`src/rtl/jtpang_objdma.sv`:
```
// Object-table DMA: on a dma_go edge, takes the Z80 bus and copies 2**OW bytes
// from the CPU video window into the object line buffer, then returns the bus.
module jtpang_objdma #(
  parameter int            AW       = 12,
  parameter int            OW       = 9,
  parameter logic [AW-1:0] SRC_BASE = {AW{1'b0}}
) (
  input  logic          clk,
  input  logic          rst_n,
  input  logic          cen,
  input  logic          dma_go,
  input  logic          busak_n,
  output logic          busrq_n,
  output logic [AW-1:0] dma_addr,
  output logic          dma_rd,
  input  logic [7:0]    dma_din,
  output logic [OW-1:0] obj_addr,
  output logic [7:0]    obj_dout,
  output logic          obj_we,
  output logic          busy,
  output logic          done
);

  localparam logic [2:0] S_IDLE = 3'd0;
  localparam logic [2:0] S_REQ  = 3'd1;
  localparam logic [2:0] S_RD   = 3'd2;
  localparam logic [2:0] S_WR   = 3'd3;
  localparam logic [2:0] S_REL  = 3'd4;

  localparam logic [OW:0] CNT_LAST = {1'b0, {OW{1'b1}}};
  localparam logic [OW:0] CNT_ONE  = {{OW{1'b0}}, 1'b1};

  logic [2:0]    state_q, state_d;
  logic [OW:0]   cnt_q, cnt_d;
  logic          go_prev_q, go_prev_d;
  logic          go_pend_q, go_pend_d;
  logic          busrq_n_q, busrq_n_d;
  logic          dma_rd_q, dma_rd_d;
  logic [AW-1:0] dma_addr_q, dma_addr_d;
  logic          obj_we_q, obj_we_d;
  logic [OW-1:0] obj_addr_q, obj_addr_d;
  logic [7:0]    obj_dout_q, obj_dout_d;
  logic          busy_q, busy_d;
  logic          done_q, done_d;

  logic [OW:0]   cnt_inc;
  logic [AW-1:0] addr_cur, addr_nxt;

  assign cnt_inc  = cnt_q + CNT_ONE;
  assign addr_cur = SRC_BASE + AW'(cnt_q);
  assign addr_nxt = SRC_BASE + AW'(cnt_inc);

  always_comb begin
    state_d    = state_q;
    cnt_d      = cnt_q;
    go_prev_d  = dma_go;
    go_pend_d  = go_pend_q;
    busrq_n_d  = busrq_n_q;
    dma_rd_d   = dma_rd_q;
    dma_addr_d = dma_addr_q;
    obj_we_d   = obj_we_q;
    obj_addr_d = obj_addr_q;
    obj_dout_d = obj_dout_q;
    busy_d     = busy_q;
    done_d     = 1'b0;

    // Edge capture runs every clk so a short go pulse between cen ticks is not lost.
    if (dma_go && !go_prev_q && state_q == S_IDLE) begin
      go_pend_d = 1'b1;
    end

    if (cen) begin
      case (state_q)
        S_IDLE: begin
          if (go_pend_q) begin
            go_pend_d = 1'b0;
            cnt_d     = '0;
            busy_d    = 1'b1;
            busrq_n_d = 1'b0;
            state_d   = S_REQ;
          end
        end
        S_REQ: begin
          if (!busak_n) begin
            dma_rd_d   = 1'b1;
            dma_addr_d = addr_cur;
            state_d    = S_RD;
          end
        end
        S_RD: begin
          // A lost grant parks the read; the byte is re-read once the grant returns.
          if (busak_n) begin
            dma_rd_d = 1'b0;
          end else if (!dma_rd_q) begin
            dma_rd_d = 1'b1;
          end else begin
            dma_rd_d   = 1'b0;
            obj_we_d   = 1'b1;
            obj_addr_d = cnt_q[OW-1:0];
            obj_dout_d = dma_din;
            state_d    = S_WR;
          end
        end
        S_WR: begin
          obj_we_d = 1'b0;
          if (cnt_q == CNT_LAST) begin
            busrq_n_d = 1'b1;
            state_d   = S_REL;
          end else begin
            cnt_d      = cnt_inc;
            dma_rd_d   = 1'b1;
            dma_addr_d = addr_nxt;
            state_d    = S_RD;
          end
        end
        S_REL: begin
          if (busak_n) begin
            busy_d  = 1'b0;
            done_d  = 1'b1;
            state_d = S_IDLE;
          end
        end
        default: begin
          state_d = S_IDLE;
        end
      endcase
    end
  end

  always_ff @(posedge clk or negedge rst_n) begin
    if (!rst_n) begin
      state_q    <= S_IDLE;
      cnt_q      <= '0;
      go_prev_q  <= 1'b0;
      go_pend_q  <= 1'b0;
      busrq_n_q  <= 1'b1;
      dma_rd_q   <= 1'b0;
      dma_addr_q <= SRC_BASE;
      obj_we_q   <= 1'b0;
      obj_addr_q <= '0;
      obj_dout_q <= '0;
      busy_q     <= 1'b0;
      done_q     <= 1'b0;
    end else begin
      state_q    <= state_d;
      cnt_q      <= cnt_d;
      go_prev_q  <= go_prev_d;
      go_pend_q  <= go_pend_d;
      busrq_n_q  <= busrq_n_d;
      dma_rd_q   <= dma_rd_d;
      dma_addr_q <= dma_addr_d;
      obj_we_q   <= obj_we_d;
      obj_addr_q <= obj_addr_d;
      obj_dout_q <= obj_dout_d;
      busy_q     <= busy_d;
      done_q     <= done_d;
    end
  end

  assign busrq_n  = busrq_n_q;
  assign dma_rd   = dma_rd_q;
  assign dma_addr = dma_addr_q;
  assign obj_we   = obj_we_q;
  assign obj_addr = obj_addr_q;
  assign obj_dout = obj_dout_q;
  assign busy     = busy_q;
  assign done     = done_q;

endmodule

```
`config.mk`:
```
export PLATFORM = sky130hd
export DESIGN_NAME = jtpang_objdma
export DESIGN_NICKNAME = d
export VERILOG_FILES = /design/src/rtl/jtpang_objdma.sv
export SDC_FILE = /design/constraint.sdc
export NUM_CORES = 1
export LEC_CHECK = 0
export CAP_MARGIN = 20
export CORE_MARGIN = 10
export CORE_UTILIZATION = 47
export DETAILED_ROUTE_END_ITERATION = 16
export PLACE_DENSITY = 0.83
export SLEW_MARGIN = 25
export SYNTH_ARGS = -nofsm -noshare
export SYNTH_HDL_FRONTEND = slang
export SYNTH_SLANG_ARGS = --single-unit
export TNS_END_PERCENT = 10
```
`constraint.sdc`:
```
create_clock -name clk -period 1.7 [get_ports clk]
set_input_delay 0.17 -clock clk [delete_from_list [all_inputs] [get_ports clk]]
set_output_delay 0.17 -clock clk [all_outputs]
set_load 0.02 [all_outputs]
```
* Word-level counts from Yosys, hierarchy flattened
Cells that the tools add are included.
** Cells by class
- Reductions and logical operators :: 17
- Bitwise logic cells :: 1
- Add/sub/neg operators :: 1
- Equal/unequal tests :: 12
- Muxes and demuxes :: 34
** Operators by type and width (count)
- AND reduction 4 bit :: 7
- 2-to-1 mux 12 bit :: 2
- case mux 12 bit (2 select lines) :: 1
- 2-to-1 mux 10 bit :: 2
- case mux 10 bit (2 select lines) :: 1
- 2-to-1 mux 3 bit :: 6
- 2-to-1 mux 1 bit :: 17
- case mux 3 bit (5 select lines) :: 1
- != test 2 bit (second input constant) :: 7
- adder 10 x 1 -> 10 bit (second input constant) :: 1
- == test 10 x 9 -> 1 bit (second input constant) :: 1
- nonzero test 2 bit :: 4
- == test 3 x 2 -> 1 bit (second input constant) :: 2
- case mux 1 bit (2 select lines) :: 3
- AND reduction 6 bit :: 1
- == test 3 x 1 -> 1 bit (second input constant) :: 1
- == test 3 bit (second input constant) :: 1
- zero test 3 bit :: 1
- case mux 1 bit (3 select lines) :: 1
- nonzero test 3 bit :: 1
- logical AND 1 bit :: 2
- zero test 1 bit :: 1
- inverter 1 bit :: 1
** Word-level totals
- Output and inout port bits :: 34
- Register bits :: 49

* Longest topological paths before layout
Gate-level depths: netlist of run 1.
- Depth after elaboration :: 7
- Gate-level depth with buffers :: 7

* Worst setup path after synthesis of run 1
Ideal clock, no wire load.
- Kind :: flip-flop to flip-flop
- Start :: reg cnt_q[0]
- End :: reg dma_addr_q[1], in the netlist dma_addr[1]
- Stages on the path, launching flop included :: 7
- Setup slack :: -0.116 ns
- Library setup time :: 0.125 ns
- Path buffers :: 1
- Data arrival time :: 1.691 ns
- Data required time :: 1.575 ns
- Path through :: dfrtp_1 -> ha_1 -> nand4_4 -> nor3_2 -> a211oi_2 -> buf_6 -> mux2_4
** Between the ends
- Longest elaborated chain between the ends :: 3
- Elaborated cells between the ends (all ways) :: 6
- Those cells by class :: add/sub: 1; eq/ne: 2; mux: 2; reduce/logical: 1
** RTL lines
- start: declaration :: RTL line 34 : logic [OW:0] cnt_q, cnt_d;
- start signal: assignment :: RTL line 146 : cnt_q <= cnt_d;
- adder 10 x 1 -> 10 bit or == test 10 x 9 -> 1 bit (tied branches) :: RTL line 49, 106
- 2-to-1 mux 12 bit or != test 2 bit (tied branches)
- case mux 12 bit (2 select lines) or AND reduction 4 bit (tied branches)
- end signal: assignment :: RTL line 151 : dma_addr_q <= dma_addr_d;
- end: declaration :: RTL line 39 : logic [AW-1:0] dma_addr_q, dma_addr_d;
Parallel ways exist; a longest one is shown, timed or not. The select of a mux whose other input is x is not followed.
A chain may end at the register's enable or synchronous reset.

* Final worst setup path of run 1
- Start :: reg cnt_q[1]
- End :: reg dma_addr_q[1], in the netlist dma_addr[1]
Same word-level chain as after synthesis.

==> metrics.txt, run 1 <==
vias in the first global route=1,876; # DRC=0; Syn Area/Cell=12.2 um^2; DRT antenna net count=0; H-tree level count=2; Worst Setup End Kind=register; layout cells sized above 1=31.6%; met1 wire length=2560 um; Reg-to-Reg Start=cnt_q[1]; leading post-synthesis cells by cell area=dfrtp_1, mux2_4, mux2_2; DPL Wire Length=4470 um; Max-Cap Viols=0; Core Area=5070 um^2; Die X-Extent=92.1 um; area share of the largest cell type after synthesis=47.1%; # nets final=283; worst path arrival time=1.88 ns; status=finished clean; Top-Level Pins=47; Fmax=0.593 GHz; post-layout min period=1.69 ns; Post-Syn Instances=200; Worst Path Max Fanout=9; drt pass-1 iters=4; Die ar.=8490 um^2; Max Buffers Root-to-Sink=2; Critical Path Start Type=register; Pwr per Cell Area=1550 nW/um^2; placed instance area=3130 um^2; post-DR wirelength/cell=17.8 um; largest net degree at the start of global routing=32; final WL=6030 um; I/O Buffers=44; Worst Skew=0.00539 ns; async set-reset flop share out of synthesis=100%; Synth area leader=dfrtp_1; critical path type=register to register; CP required=1.90 ns; Tot GR Track Use=14.2%; synthesized cell area=2440 um^2; CTS tree=yes; VDD IR-drop max=629 uV; Skew-Pair Late Insertion Delay=0.31 ns; clk sink count=47; routed wl met2=3070 um; Slew Viols, Final=0; final worst slack=0.0130 ns; CTS clk-pin slew, worst paths=0.09 ns; most common cell in the netlist=dfrtp_1; final worst path period share=99.2%; Place WS=-0.0819 ns; Initial Utilization=48.2%; initial antenna violation count=0; Final setup viols=0; Post-synth EDFFs=0; synthesis warning total=0; Antenna Cells=0; die height=92.1 um; highest metal used=met4; first-pass GRT wire length=9700 um; sequential-to-total area share from yosys stat=48.2%; RSZ-0062 raised after global routing=true; Hold Fails Final Rpt=0; grt total ovfl=0; gpl congestion=0.868; Yosys cell types=53; Post-synth top cells=dfrtp_1, mux2_4, mux2_2, nand2_1; metal3 WL=314 um; ys flop type=dfrtp_1; final instance area=3280 um^2; register bit total from synthesis=47; Std-Cell Rows=26; Root Driver=clkbuf_8; critical path startpoint=cnt_q[1]; path category of the worst min-delay check=primary input to asynchronous set/reset pin; Initial DRC Count=146; area added between synthesis and finish=34.1%; via count=1,800; via density per instance=5.31; TritonCTS Buffers=5; LEAKAGE=1.47 nW
==> path summary, 6_finish.rpt <==
kind	end	slack (ns)	depth (start not counted)
max reg2reg	dma_addr[1]	0.01	6
min	dma_addr[0]	0.32	2
max	dma_addr[1]	0.01	6
min in group clk	go_prev_q	0.32	1
min reg2reg	obj_addr[5]	0.51	1
max in group asynchronous	busrq_n	0.81	3
==> placed cells by master (no fill, tap or decap), types with 5 or more instances in the layout <==
cell type         n
a21oi_1           9
clkdlybuf4s50_1  43
nand3_1           9
mux2_2            9
clkbuf_8          6
nor2_1            7
mux2_4           19
nor3_1            5
buf_4            25
a31oi_1           6
nand2_1          10
xnor2_1           6
inv_1             8
dfrtp_1          43
==> per-layer routing <==
metal / track usage [%] / vias to the layer above
li1: - / 858
met1: 16.4 / 888
met2: 24.7 / 48
met3: 3.83 / 6
met4: 4.88 / 0
met5: 0 / -
==> sequential cells by signal (all words and copies together), names as in the netlist <==
signal / cells
cnt_q: 10
dma_addr: 10
obj_addr: 9
obj_dout: 8
state_q: 3
busrq_n: 1
busy: 1
dma_rd: 1
done: 1
go_pend_q: 1
go_prev_q: 1
obj_we: 1
==> critical path, stage by stage, from the launching register on <==
cell and delay [ns]:
dfrtp_2 0.43, ha_4 0.18, nand4_4 0.13, nor3_4 0.07, a211oi_4 0.28, buf_12 0.18
mux2_4 0.30
==> area by class of cell <==
class / count / area, um^2
fill: 411 / 1800
sequential: 47 / 1180
multi-input combinational: 131 / 1170
timing repair buffer: 74 / 704
tap: 70 / 87.6
clock buffer: 6 / 82.6
inverter: 9 / 38.8
clock inverter: 2 / 16.3
==> power by group <==
group          switching, mW  internal, mW
clock                  0.389         0.332
sequential             0.282          1.48
combinational           1.24          1.36
==> timing repair <==
action	4_1_cts	5_1_grt
endpoints found under the setup margin	8	34
setup buffers	0	0
hold buffers	1	0
hold endpoints to repair	16	0
gates resized for setup	2	9
==> metrics by stage <==
step	power [mW]	std cells	setup TNS (ns)	utilization (%)	hold slack [ns]
global placement	4.21	330	-0.369	61.8	0.123
global route	5.37	339	-0.549	64.6	0.322
CTS	5.07	339	-0.105	64.1	0.325
detailed placement	4.31	330	-1.10	61.8	0.129
finish	5.08	339	0	64.6	0.320
floorplan	3.21	201	0	-	-0.126
==> cells by family (layout without fill, tap and decap cells) <==
| logic type | count (synthesis) | in the layout | synth area share [%] |
|---|---|---|---|
| compound gates | 36 | 36 | 11.2 |
| xor+xnor | 8 | 8 | 2.87 |
| fa+ha+maj | 2 | 2 | 1.02 |
| buf+inv | 23 | 91 | 5.83 |
| flops | 47 | 47 | 48.2 |
| mux | 31 | 31 | 16.9 |
| other cells | 1 | 2 | 0.153 |
| simple gates | 52 | 52 | 13.9 |
Power figures use the tool's default switching activity.
==> run 2: changes to the inputs <==
--- a/config.mk
+++ b/config.mk
@@ -5,11 +5,13 @@
 export SDC_FILE = /design/constraint.sdc
 export NUM_CORES = 1
 export LEC_CHECK = 0
+export ABC_AREA = 1
+export ABC_CLOCK_PERIOD_IN_PS = 1700
 export CAP_MARGIN = 20
 export CORE_MARGIN = 10
-export CORE_UTILIZATION = 47
+export CORE_UTILIZATION = 46
 export DETAILED_ROUTE_END_ITERATION = 16
-export PLACE_DENSITY = 0.83
+export PLACE_DENSITY = 0.82
 export SLEW_MARGIN = 25
 export SYNTH_ARGS = -nofsm -noshare
 export SYNTH_HDL_FRONTEND = slang
==> run 2 against run 1 <==
Power down 25%. Routed wire length decreased by 11%. Register-to-register slack improved by 0.13 ns. Largest cell class unchanged. Clock skew up 0.0058 ns. First-iteration DRC count rose by 4.8%. Critical path type is now register to output port. Sequential power is 15% lower.
==> metrics.txt, run 2 <==
Seq pwr share=39.3%; Die X-Extent=91.7 um; GRT busiest layer=met2; area added between synthesis and finish=26.5%; Max Buffers Root-to-Sink=2; non-filler instance count after layout=397; drt pass-1 iters=4; grt met3 use=3.59%; Post-synth top cells=nand2_1, dfrtp_1, o21ai_0; most common cell after layout, fill and taps aside=nand2_1; Yosys cell types=33; switching share of power=39.6%; FILL cells=443; clk sink count=47; VDD IR-drop max=551 uV; worst path arrival time=1.43 ns; CP delay by family, top=buffers and inverters; Syn Area/Cell=8.50 um^2; Max-Cap Viols=0; Pwr per Cell Area=1280 nW/um^2; area share of the largest cell type after synthesis=48.7%; Synth area leader=dfrtp_1; post-DR wirelength/cell=13.5 um; vias in the first global route=1,972; sequential-to-total area share from yosys stat=49.8%; CTS clk-pin slew, worst paths=0.08 ns; final WL=5340 um; Top-Level Pins=47; DPL Wire Length=3880 um; combinational power share=41.6%; # DRC=0; Fin Setup TNS=0 ns; max incr delay on CP=0.60 ns; crit-path cells=clkdlybuf4s50_1; Std-Cell Rows=26; CP max-delay cell=clkdlybuf4s50_1; commonest cells after routing, fill and taps aside=nand2_1, dfrtp_1, clkdlybuf4s50_1; Post-synth EDFFs=0; final core utilization=59.3%; Die ar.=8400 um^2; dpl cells=388; Worst Path Max Fanout=2; Int Pwr=2.31 mW; final worst path period share=94.3%; DRT antenna net count=0; post-layout min period=1.60 ns; H-tree level count=2; Initial DRC Count=153; # nets final=341; status=finished clean; async set-reset flop share out of synthesis=100%; initial antenna violation count=0; Bufs and invs on worst path=1; Initial Utilization=46.8%; Worst Setup End Kind=output port; Hold Fails Final Rpt=0; critical path type=register to output port; most common cell in the netlist=nand2_1; Tot GR Track Use=13.1%; die height=91.7 um; Slew Viols, Final=0; Fmax=0.624 GHz; synthesis warning total=0; Worst Skew=0.0112 ns; Core Area=5040 um^2; layout cells sized above 1=15.9%; I/O Buffers=44; TritonCTS Buffers=5; Skew-Pair Late Insertion Delay=0.30 ns; gpl congestion=0.901; Switching Power=1.51 mW; Root Driver=clkbuf_8; Post-Syn Instances=278; first-pass GRT wire length=9250 um; via count=1,937; Max-slew headroom=65.7%; Final setup viols=0; Critical Path Start Type=register; leading post-synthesis cells by cell area=dfrtp_1, nand2_1, o21ai_0; M1 GR Usage=16.3%; Clock power frac=19.1%; area occupied by registers=1180 um^2; grt total ovfl=0; largest net degree at the start of global routing=36; ys flop type=dfrtp_1; CTS tree=yes; Antenna Cells=0; path category of the worst min-delay check=primary input to register; via density per instance=4.88; synthesized cell area=2360 um^2; register bit total from synthesis=47; slew at the pin closest to its max-slew limit=0.514 ns; M2 GR Usage=21.6%; LEAKAGE=1.39 nW; CP required=1.53 ns; RSZ-0062 raised after global routing=false; multi-input logic area=1020 um^2
## run 2: cells by family (layout without fill, tap and decap cells)
kind of cell               count (synthesis)  in the layout  share of synthesized area, %
DFF                                       47             47                          49.8
buffers and inverters                     40             88                          8.00
adders and majority gates                  2              2                          1.06
AOI/OAI and AO/OA                         46             46                          11.6
and+or+nand+nor                          142            142                          29.3
other                                      1              2                         0.159
## run 2: area by class of cell
type / count / share of cell area (%)
clock buffer: 8 / 3.35
sequential: 47 / 39.4
timing repair buffer: 48 / 16.1
multi-input combinational: 192 / 34.0
inverter: 32 / 4.23
tap: 70 / 2.93
## run 2: per-stage QoR
| stage | worst slack, ns | area [um^2] | total power [mW] | hold WS (ns) |
|---|---|---|---|---|
| 2_1_floorplan | 0.263 | 2370 | 2.55 | -0.126 |
| 3_3_place_gp | 0.156 | 2860 | 3.04 | 0.163 |
| 3_5_place_dp | 0.0998 | 2860 | 3.09 | 0.172 |
| 4_1_cts | 0.0742 | 2970 | 3.83 | 0.349 |
| 5_1_grt | 0.0210 | 2990 | 4.09 | 0.360 |
| 6_report | 0.0977 | 2990 | 3.82 | 0.345 |
## run 2: path summary, 6_finish.rpt
check	from	endpoint	slack (ns)	depth (start not counted)
hold / removal	dma_go	go_prev_q	0.34	1
hold reg to reg	go_prev_q	go_pend_q	0.44	1
setup reg to reg	cnt_q[0]	cnt_q[3]	0.14	9
max in group asynchronous	rst_n	obj_addr[5]	0.80	3
setup / recovery	busrq_n	busrq_n	0.1	1
min in group asynchronous	rst_n	dma_addr[8]	0.37	2
## run 2: timing repair
action,in CTS,in global routing
setup endpoints to repair,0,15
gates resized for setup,0,3
hold buffers,1,0
setup buffers,0,0
hold endpoints to repair,19,0
## run 2: layer usage
layer | share of wire [%] | vias to the layer above
met5 | 0 | -
met4 | 1.5 | 0
met3 | 4.9 | 10
met2 | 48 | 49
met1 | 46 | 901
li1 | - | 977
## run 2: power groups by stage
stage	clock [mW]	combinational [mW]	sequential (mW)
after floorplan	0	0.851	1.70
after global placement	0	1.53	1.51
after detailed placement	0	1.57	1.52
after CTS	0.746	1.58	1.50
after global routing	0.786	1.77	1.53
final	0.730	1.59	1.50
## run 2: worst reg2reg max path, stage by stage, from the launching register on
cell	delay (ns)
dfrtp_1	0.44
ha_1	0.24
nand2_2	0.09
nor2_4	0.13
nand3_4	0.11
nand2_2	0.09
nand2_2	0.09
nand2_8	0.16
nand2_1	0.09
o21ai_2	0.06
==> run 3: changes to the inputs <==
--- a/config.mk
+++ b/config.mk
@@ -8,7 +8,7 @@
 export ABC_AREA = 1
 export ABC_CLOCK_PERIOD_IN_PS = 1700
 export CAP_MARGIN = 20
-export CORE_MARGIN = 10
+export CORE_MARGIN = 2
 export CORE_UTILIZATION = 46
 export DETAILED_ROUTE_END_ITERATION = 16
 export PLACE_DENSITY = 0.82
==> run 3 against run 2 <==
Fmax is 0.93% lower. Core utilization barely moved. Hold slack got worse by 0.014 ns. Clock-buffer cell count fell by 3. Clock skew decreased by 0.00057 ns. Critical path type unchanged. Critical endpoint unchanged.
==> metrics.txt, run 3 (synthesized netlist as in run 2, its figures left out) <==
critical path type=register to output port; vias in the first global route=1,749; Tot GR Track Use=18.8%; CP required=1.53 ns; worst path arrival time=1.45 ns; Pwr per Cell Area=1250 nW/um^2; path category of the worst min-delay check=primary input to register; most common cell after layout, fill and taps aside=nand2_1; Top-Level Pins=47; Max-Cap Viols=0; M1 GR Usage=25.0%; I/O Buffers=44; Max-slew headroom=66.1%; TritonCTS Buffers=5; final WL=4920 um; multi-input logic area=1010 um^2; Root Driver=clkbuf_8; grt total ovfl=0; post-DR wirelength/cell=12.4 um; GRT busiest layer=met2; Fin Setup TNS=0 ns; status=finished clean; combinational power share=42.2%; gpl congestion=0.904; FILL cells=465; commonest cells after routing, fill and taps aside=nand2_1, dfrtp_1, clkdlybuf4s50_1; CP max-delay cell=clkdlybuf4s50_1; Antenna Cells=0; RSZ-0062 raised after global routing=false; Critical Path Start Type=register; CP delay by family, top=buffers and inverters; Max Buffers Root-to-Sink=2; VDD IR-drop max=656 uV; final worst slack=0.0826 ns; via count=1,946; largest net degree at the start of global routing=32; Bufs and invs on worst path=1; DPL Wire Length=3630 um; layout cells sized above 1=16.2%; Worst Path Max Fanout=2; LEAKAGE=1.39 nW; area added between synthesis and finish=26.4%; Seq pwr share=40.1%; Worst Setup End Kind=output port; clk sink count=47; Clock power frac=17.7%; Place WS=0.0990 ns; final instance area=2990 um^2; via density per instance=4.90; postcts setup bufs=0; Int Pwr=2.22 mW; initial antenna violation count=0; M2 GR Usage=29.7%; Slew Viols, Final=0; Skew-Pair Late Insertion Delay=0.31 ns; # nets final=342; final worst path period share=95.1%; Die X-Extent=75.7 um; final core utilization=59.2%; switching share of power=40.4%; DRT antenna net count=0; Initial Utilization=46.8%; drt pass-1 iters=4; CTS tree=yes; Switching Power=1.51 mW; max incr delay on CP=0.60 ns; Hold Fails Final Rpt=0; area occupied by registers=1180 um^2; Initial DRC Count=128; die height=75.7 um; post-layout min period=1.62 ns; Core Area=5040 um^2; H-tree level count=2; crit-path cells=clkdlybuf4s50_1; # DRC=0; Overall Power=3.73 mW; Worst Skew=0.0106 ns; grt met3 use=5.82%; Std-Cell Rows=26; Die ar.=5720 um^2; Fmax=0.618 GHz; Final setup viols=0; first-pass GRT wire length=8050 um; CTS clk-pin slew, worst paths=0.08 ns; placed instance area=2880 um^2; slew at the pin closest to its max-slew limit=0.508 ns
## run 3: what timing repair did
item	in CTS	in global routing
endpoints found under the hold margin	19	0
setup endpoints to repair	0	11
resized for setup	0	2
hold buffers	1	0
## run 3: power groups by stage
| stage | combinational (mW) | clock, mW | sequential, mW |
|---|---|---|---|
| 6_report | 1.57 | 0.660 | 1.49 |
| 5_1_grt | 1.75 | 0.731 | 1.52 |
| 4_1_cts | 1.56 | 0.675 | 1.50 |
| 3_5_place_dp | 1.55 | 0 | 1.52 |
| 3_3_place_gp | 1.52 | 0 | 1.50 |
| 2_1_floorplan | 0.851 | 0 | 1.70 |
## run 3: path summary, 6_finish.rpt
kind	cells past startpoint	from	slack [ns]	end
max in group asynchronous	3	rst_n	0.84	obj_we
min in group asynchronous	2	rst_n	0.34	cnt_q[5]
hold / removal	1	dma_go	0.33	go_prev_q
hold reg to reg	1	go_prev_q	0.44	go_pend_q
setup reg to reg	7	cnt_q[0]	0.16	dma_addr[0]
setup / recovery	1	busrq_n	0.08	busrq_n
## run 3: per-layer routing
layer  wire length, um  share of wire (%)
met2              2310                 47
met4                77                1.6
met3               279                5.7
met1              2260                 46
met5                 0                  0
## run 3: layout make-up
type	count	area share (%)
clock buffers	5	2.31
clock inverters	2	0.461
inverters	32	4.23
multi-input cells	192	33.9
flip-flops and latches	47	39.4
well taps	70	2.93
repair buffers	49	16.8
## run 3: per-stage QoR
stage | hold WS, ns | std cells
finish | 0.330 | 397
global route | 0.323 | 397
CTS | 0.323 | 397
detailed placement | 0.179 | 389
global placement | 0.170 | 389
floorplan | -0.126 | 279
==> variant 1: new RTL, config.mk and constraints of run 3 <==
Set the parameter `AW` to 11 (it was 12).
--- a/src/rtl/jtpang_objdma.sv
+++ b/src/rtl/jtpang_objdma.sv
@@ -1,7 +1,7 @@
 // Object-table DMA: on a dma_go edge, takes the Z80 bus and copies 2**OW bytes
 // from the CPU video window into the object line buffer, then returns the bus.
 module jtpang_objdma #(
-  parameter int            AW       = 12,
+  parameter int            AW       = 11,
   parameter int            OW       = 9,
   parameter logic [AW-1:0] SRC_BASE = {AW{1'b0}}
 ) (
Ports: changed (resized dma_addr); port bits go from 47 to 46. No check against the original RTL was run, so the function may have changed too.
==> variant 1 against run 3 <==
Design area is 1.8% higher; global-route usage is 0.42 points lower; worst setup slack better by 0.018 ns; synthesized cell count decreased by 0.36%; power increased by 8.8%; synthesized area fell by 0.32%; sequential cell count is the same; routed wire length increased by 1.0%; via count is 0.10% higher; sequential share of layout area is 0.63 points lower; largest cell class unchanged.
==> variant 1: results (changes against run 3) <==
GRT
  • Largest net degree at the start of global routing: 48 (+50%)
  • Met2 Use GR: 32.3% (+2.6 points)
  • GRT Util Overall: 18.4% (-0.42 points)
  • M1 GR Usage: 22.6% (-2.4 points)
  • Initial antenna violation count: 0 (unchanged)
  • Met3 global-route usage: 3.70% (-2.1 points)
  • Vias in the first global route: 1832 (+4.7%)
  • First-pass GRT wire length: 8020 um (-0.35%)

Synth
  • Sequential fraction of the synthesis area: 50.0% (+0.16 points)
  • Share of the synthesized area in the top cell type: 48.9% (+0.16 points)
  • Mapped Cells: 277 (-0.36%)
  • Largest cells by area after synthesis: dfrtp_1 49%, nand2_1 15%, o21ai_0 6.8%
  • Synth Warn #: 0 (unchanged)

Detailed routing
  • Wl on met1: 2120 um (-6.1%)
  • Routed wire length on met2: 2460 um (+6.7%)
  • Avg WL per Cell: 12.5 um (+1.0%)
  • Vias after detailed routing: 1948 (+0.10%)
  • Top layer in use: met4
  • Metal3 WL: 345 um (+24%)
  • Drt initial violations: 104 (-19%)
  • DRT Pass-1 Iters: 4 (unchanged)

Worst setup path
  • Crit path max-delay family: buffers and inverters
  • CP max FO: 2 (unchanged)
  • Arr. time, crit path: 1.43 ns (-0.02 ns)

Placement
  • DPL Wire Length: 3620 um (about the same)
  • Placed cells: 388 (-0.26%)
  • Placer congestion estimate: 0.838 (-7.3%)
  • Placement-stage cell area: 2880 um2 (-0.13%)
  • Pre-CTS setup slack: 0.0548 ns (-0.0442 ns)

Cells and area
  • Share of cells above drive strength 1: 17.4% (+1.2 points)
  • # fillers: 456 (-1.9%)
  • Non-Filler Instances: 397 (unchanged)
  • Final #Nets: 341 (-0.29%)

Clock tree
  • Htree depth: 2 (unchanged)
  • Clock transition at the registers of the reported paths: 0.08 ns (about the same)
  • Clk buf depth: 2 (unchanged)
  • Num CTS Buffers: 5 (unchanged)

Pwr
  • Logic pwr share: 38.9% (-3.3 points)
  • Total Power: 4.05 mW (+8.8%)
  • Max VDD drop: 0.000481 V (-27%)
  • Sequential power share: 37.2% (-2.9 points)
  • Leakage: 1.41 nW (+0.80%)
  • Int Power: 2.53 mW (+14%)

Timing
  • Final Skew: 0.00665 ns (-0.00399 ns)

Outcome
  • Status: finished, final reports clean

Hold path
  • Hold/Removal Path Class: in2reg
-- variant 1: cell types whose count changed in the layout (fill, tap and decap cells not counted) --
cell / run 3 / this run
bufinv_16: 0 / 2
clkinv_2: 2 / 1
clkinv_4: 1 / 0
clkinvlp_4: 0 / 1
conb_1: 2 / 1
dfrtp_1: 46 / 44
dfrtp_2: 0 / 2
ha_1: 2 / 1
ha_2: 0 / 1
-- variant 1: kinds of logic after synthesis --
logic type,count (synthesis),share of synthesized area (%)
flops,47,50.0
buf+inv,39,7.70
other cells,1,0.159
fa+ha+maj,2,1.06
simple gates,142,29.4
compound gates,46,11.6
-- variant 1: final cells by class --
| cell class | instances | area, um2 | area share, % |
|---|---|---|---|
| sequential | 47 | 1180 | 38.8 |
| timing repair buffer | 49 | 500 | 16.5 |
| tap | 70 | 87.6 | 2.88 |
| clock buffer | 5 | 68.8 | 2.26 |
| inverter | 32 | 126 | 4.16 |
| multi-input combinational | 191 | 1010 | 33.2 |
| clock inverter | 3 | 67.6 | 2.22 |
-- variant 1: worst paths after layout --
check / slack [ns] / depth (start not counted) / endpoint / start
max: 0.10 / 1 / busrq_n / busrq_n$_DFFE_PN1P_
min: 0.34 / 1 / go_prev_q$_DFF_PN0_ / dma_go
max reg2reg: 0.14 / 7 / dma_addr[0]$_DFFE_PN0P_ / cnt_q[0]$_DFFE_PN0P_
min reg2reg: 0.44 / 1 / go_pend_q$_DFF_PN0_ / go_prev_q$_DFF_PN0_
max in group asynchronous: 1.06 / 3 / busrq_n$_DFFE_PN1P_ / rst_n
min in group asynchronous: 0.38 / 3 / cnt_q[7]$_DFFE_PN0P_ / rst_n
-- variant 1: repair_timing --
item	4_1_cts	5_1_grt
gates resized for setup	0	5
setup endpoints to repair	0	15
hold endpoints to repair	46	0
hold buffers	1	0
==> variant 2: new RTL, settings of run 3 <==
Made on the original files. Put one more register stage on the output `dma_addr`, with the module's reset. The value now appears one clock later. The other outputs are not delayed to match.
--- a/src/rtl/jtpang_objdma.sv
+++ b/src/rtl/jtpang_objdma.sv
@@ -159,7 +159,13 @@
 
   assign busrq_n  = busrq_n_q;
   assign dma_rd   = dma_rd_q;
-  assign dma_addr = dma_addr_q;
+  always_ff @(posedge clk or negedge rst_n) begin
+    if (!rst_n) begin
+      dma_addr <= '0;
+    end else begin
+      dma_addr <= dma_addr_q;
+    end
+  end
   assign obj_we   = obj_we_q;
   assign obj_addr = obj_addr_q;
   assign obj_dout = obj_dout_q;
Function: changed (Yosys sat finds a counterexample within 10 cycles, from zero or initial values and one cycle with rst_n low).
==> variant 2 against run 3 <==
Critical path depth did not move; synthesized area rose by 13%; fmax about the same; via count is 4.9% higher; worst setup slack is essentially flat; cell count up 6.3%; die area rose by 13%; sequential cell count rose by 10; power is 19% higher; clock skew shrank 0.0011 ns; sequential power is 18% higher; design area up 13%; routed wire length rose by 3.3%; critical path type unchanged; critical endpoint unchanged.
==> variant 2: results (changes against run 3) <==
Pwr
  • PwrDens: 1320 nW/um2 (+5.6%)
  • Max VDD drop: 0.000688 V (+5.0%)
  • Leakage: 1.60 nW (+15%)

Timing
  • Final Skew: 0.00954 ns (-0.00109 ns)

Cells and area
  • Share of cells above drive strength 1: 20.0% (+3.8 points)
  • Final #Nets: 361 (+5.6%)
  • Top flop regs: cnt_q x10, dma_addr x10, dma_addr_q x10

Hold path
  • Hold/Removal Path Class: in2reg

Placement
  • DPL Wire Length: 3740 um (+3.2%)
  • Placer congestion estimate: 0.826 (-8.7%)
  • Placement-stage cell area: 3170 um2 (+10%)

Clock tree
  • Htree depth: 3 (+1)
  • Num CTS Buffers: 9 (+4)
  • Worst-Skew Late Latency: 0.32 ns
  • Clock transition at the registers of the reported paths: 0.06 ns (-0.02 ns)

Synth
  • Adder-cell share of the synthesized area: 0.935% (-0.12 points)
  • Top FF cell, synth: dfrtp_1
  • Compound-cell area share of the yosys netlist: 10.3% (-1.3 points)
  • Netlist cell types: 35 (+6.1%)
  • Sequential fraction of the synthesis area: 53.4% (+3.5 points)
  • Largest cells by area after synthesis: dfrtp_1 52%, nand2_1 13%, o21ai_1 3.7%
  • Synth top cells by count: 93 x nand2_1, 56 x dfrtp_1, 25 x inv_1, 20 x o21ai_1, 13 x nand2_2
  • Post-synthesis mux area share: 0% (unchanged)

GRT
  • GRT Util Overall: 17.7% (-1.1 points)
  • First-pass GRT wire length: 8690 um (+8.0%)
  • Largest net degree at the start of global routing: 58 (+81%)
  • Vias in the first global route: 1968 (+13%)

Worst setup path
  • Crit path max-delay family: buffers and inverters
  • Arr. time, crit path: 1.45 ns (about the same)

Outcome
  • Status: finished, final reports clean

Detailed routing
  • Drt initial violations: 148 (+16%)
  • Avg WL per Cell: 12.1 um (-2.8%)
  • Vias per inst: 4.84 (-1.3%)
variant 2: metal layers:
layer | track usage [%] | up-vias | part of all wire, %
li1 | - | 1029 | -
met1 | 23.4 | 958 | 45
met2 | 28.3 | 49 | 50
met3 | 4.49 | 6 | 4.1
met4 | 5.93 | 0 | 1.1
met5 | 0 | - | 0
variant 2: cell families after synthesis:
kind of cell	Yosys count
DFF	57
adders and majority gates	2
AOI/OAI and AO/OA	44
and+or+nand+nor	148
buffers and inverters	40
other	1
variant 2: final timing paths:
check / start / endpoint / slack [ns] / cells after the start
hold reg to reg: dma_addr_q[0]$_DFFE_PN0P_ / dma_addr[0]$_DFF_PN0_ / 0.39 / 0
setup reg to reg: state_q[2]$_DFFE_PN0P_ / dma_addr_q[3]$_DFFE_PN0P_ / 0.13 / 8
min in group asynchronous: rst_n / state_q[0]$_DFFE_PN0P_ / 0.35 / 3
max in group asynchronous: rst_n / done$_DFF_PN0_ / 1.07 / 3
setup / recovery: busrq_n$_DFFE_PN1P_ / busrq_n / 0.08 / 1
hold / removal: dma_go / go_prev_q$_DFF_PN0_ / 0.32 / 1
variant 2: power by group:
group          total [mW]  leakage [nW]  internal (mW)  switching [mW]
logic                1.55         0.745          0.618           0.934
registers            1.76         0.766           1.58           0.174
clock network        1.13        0.0915          0.638           0.491
total                4.44          1.60           2.84            1.60
variant 2: layout make-up:
class | instances | area (um2)
fill | 454 | 2210
sequential | 57 | 1430
multi-input combinational | 196 | 1050
timing repair buffer | 51 | 503
clock buffer | 13 | 169
inverter | 31 | 116
tap | 72 | 90.1
clock inverter | 2 | 12.5
variant 2: timing repair:
action | 4_1_cts | 5_1_grt
setup buffers | 0 | 0
endpoints found under the setup margin | 0 | 1
resized for setup | 0 | 2
hold endpoints to repair | 56 | 0
hold buffers | 1 | 0
variant 2: through the flow:
step	hold WS [ns]	std cells	setup slack (ns)	utilization [%]	total power [mW]
finish	0.318	422	0.0830	60.4	4.44
global route	0.315	422	0.00466	60.4	4.73
CTS	0.304	422	0.0593	60.4	4.48
detailed placement	0.191	406	0.132	56.9	3.34
global placement	0.188	406	0.182	56.9	3.29
floorplan	-0.126	293	0.276	-	2.86
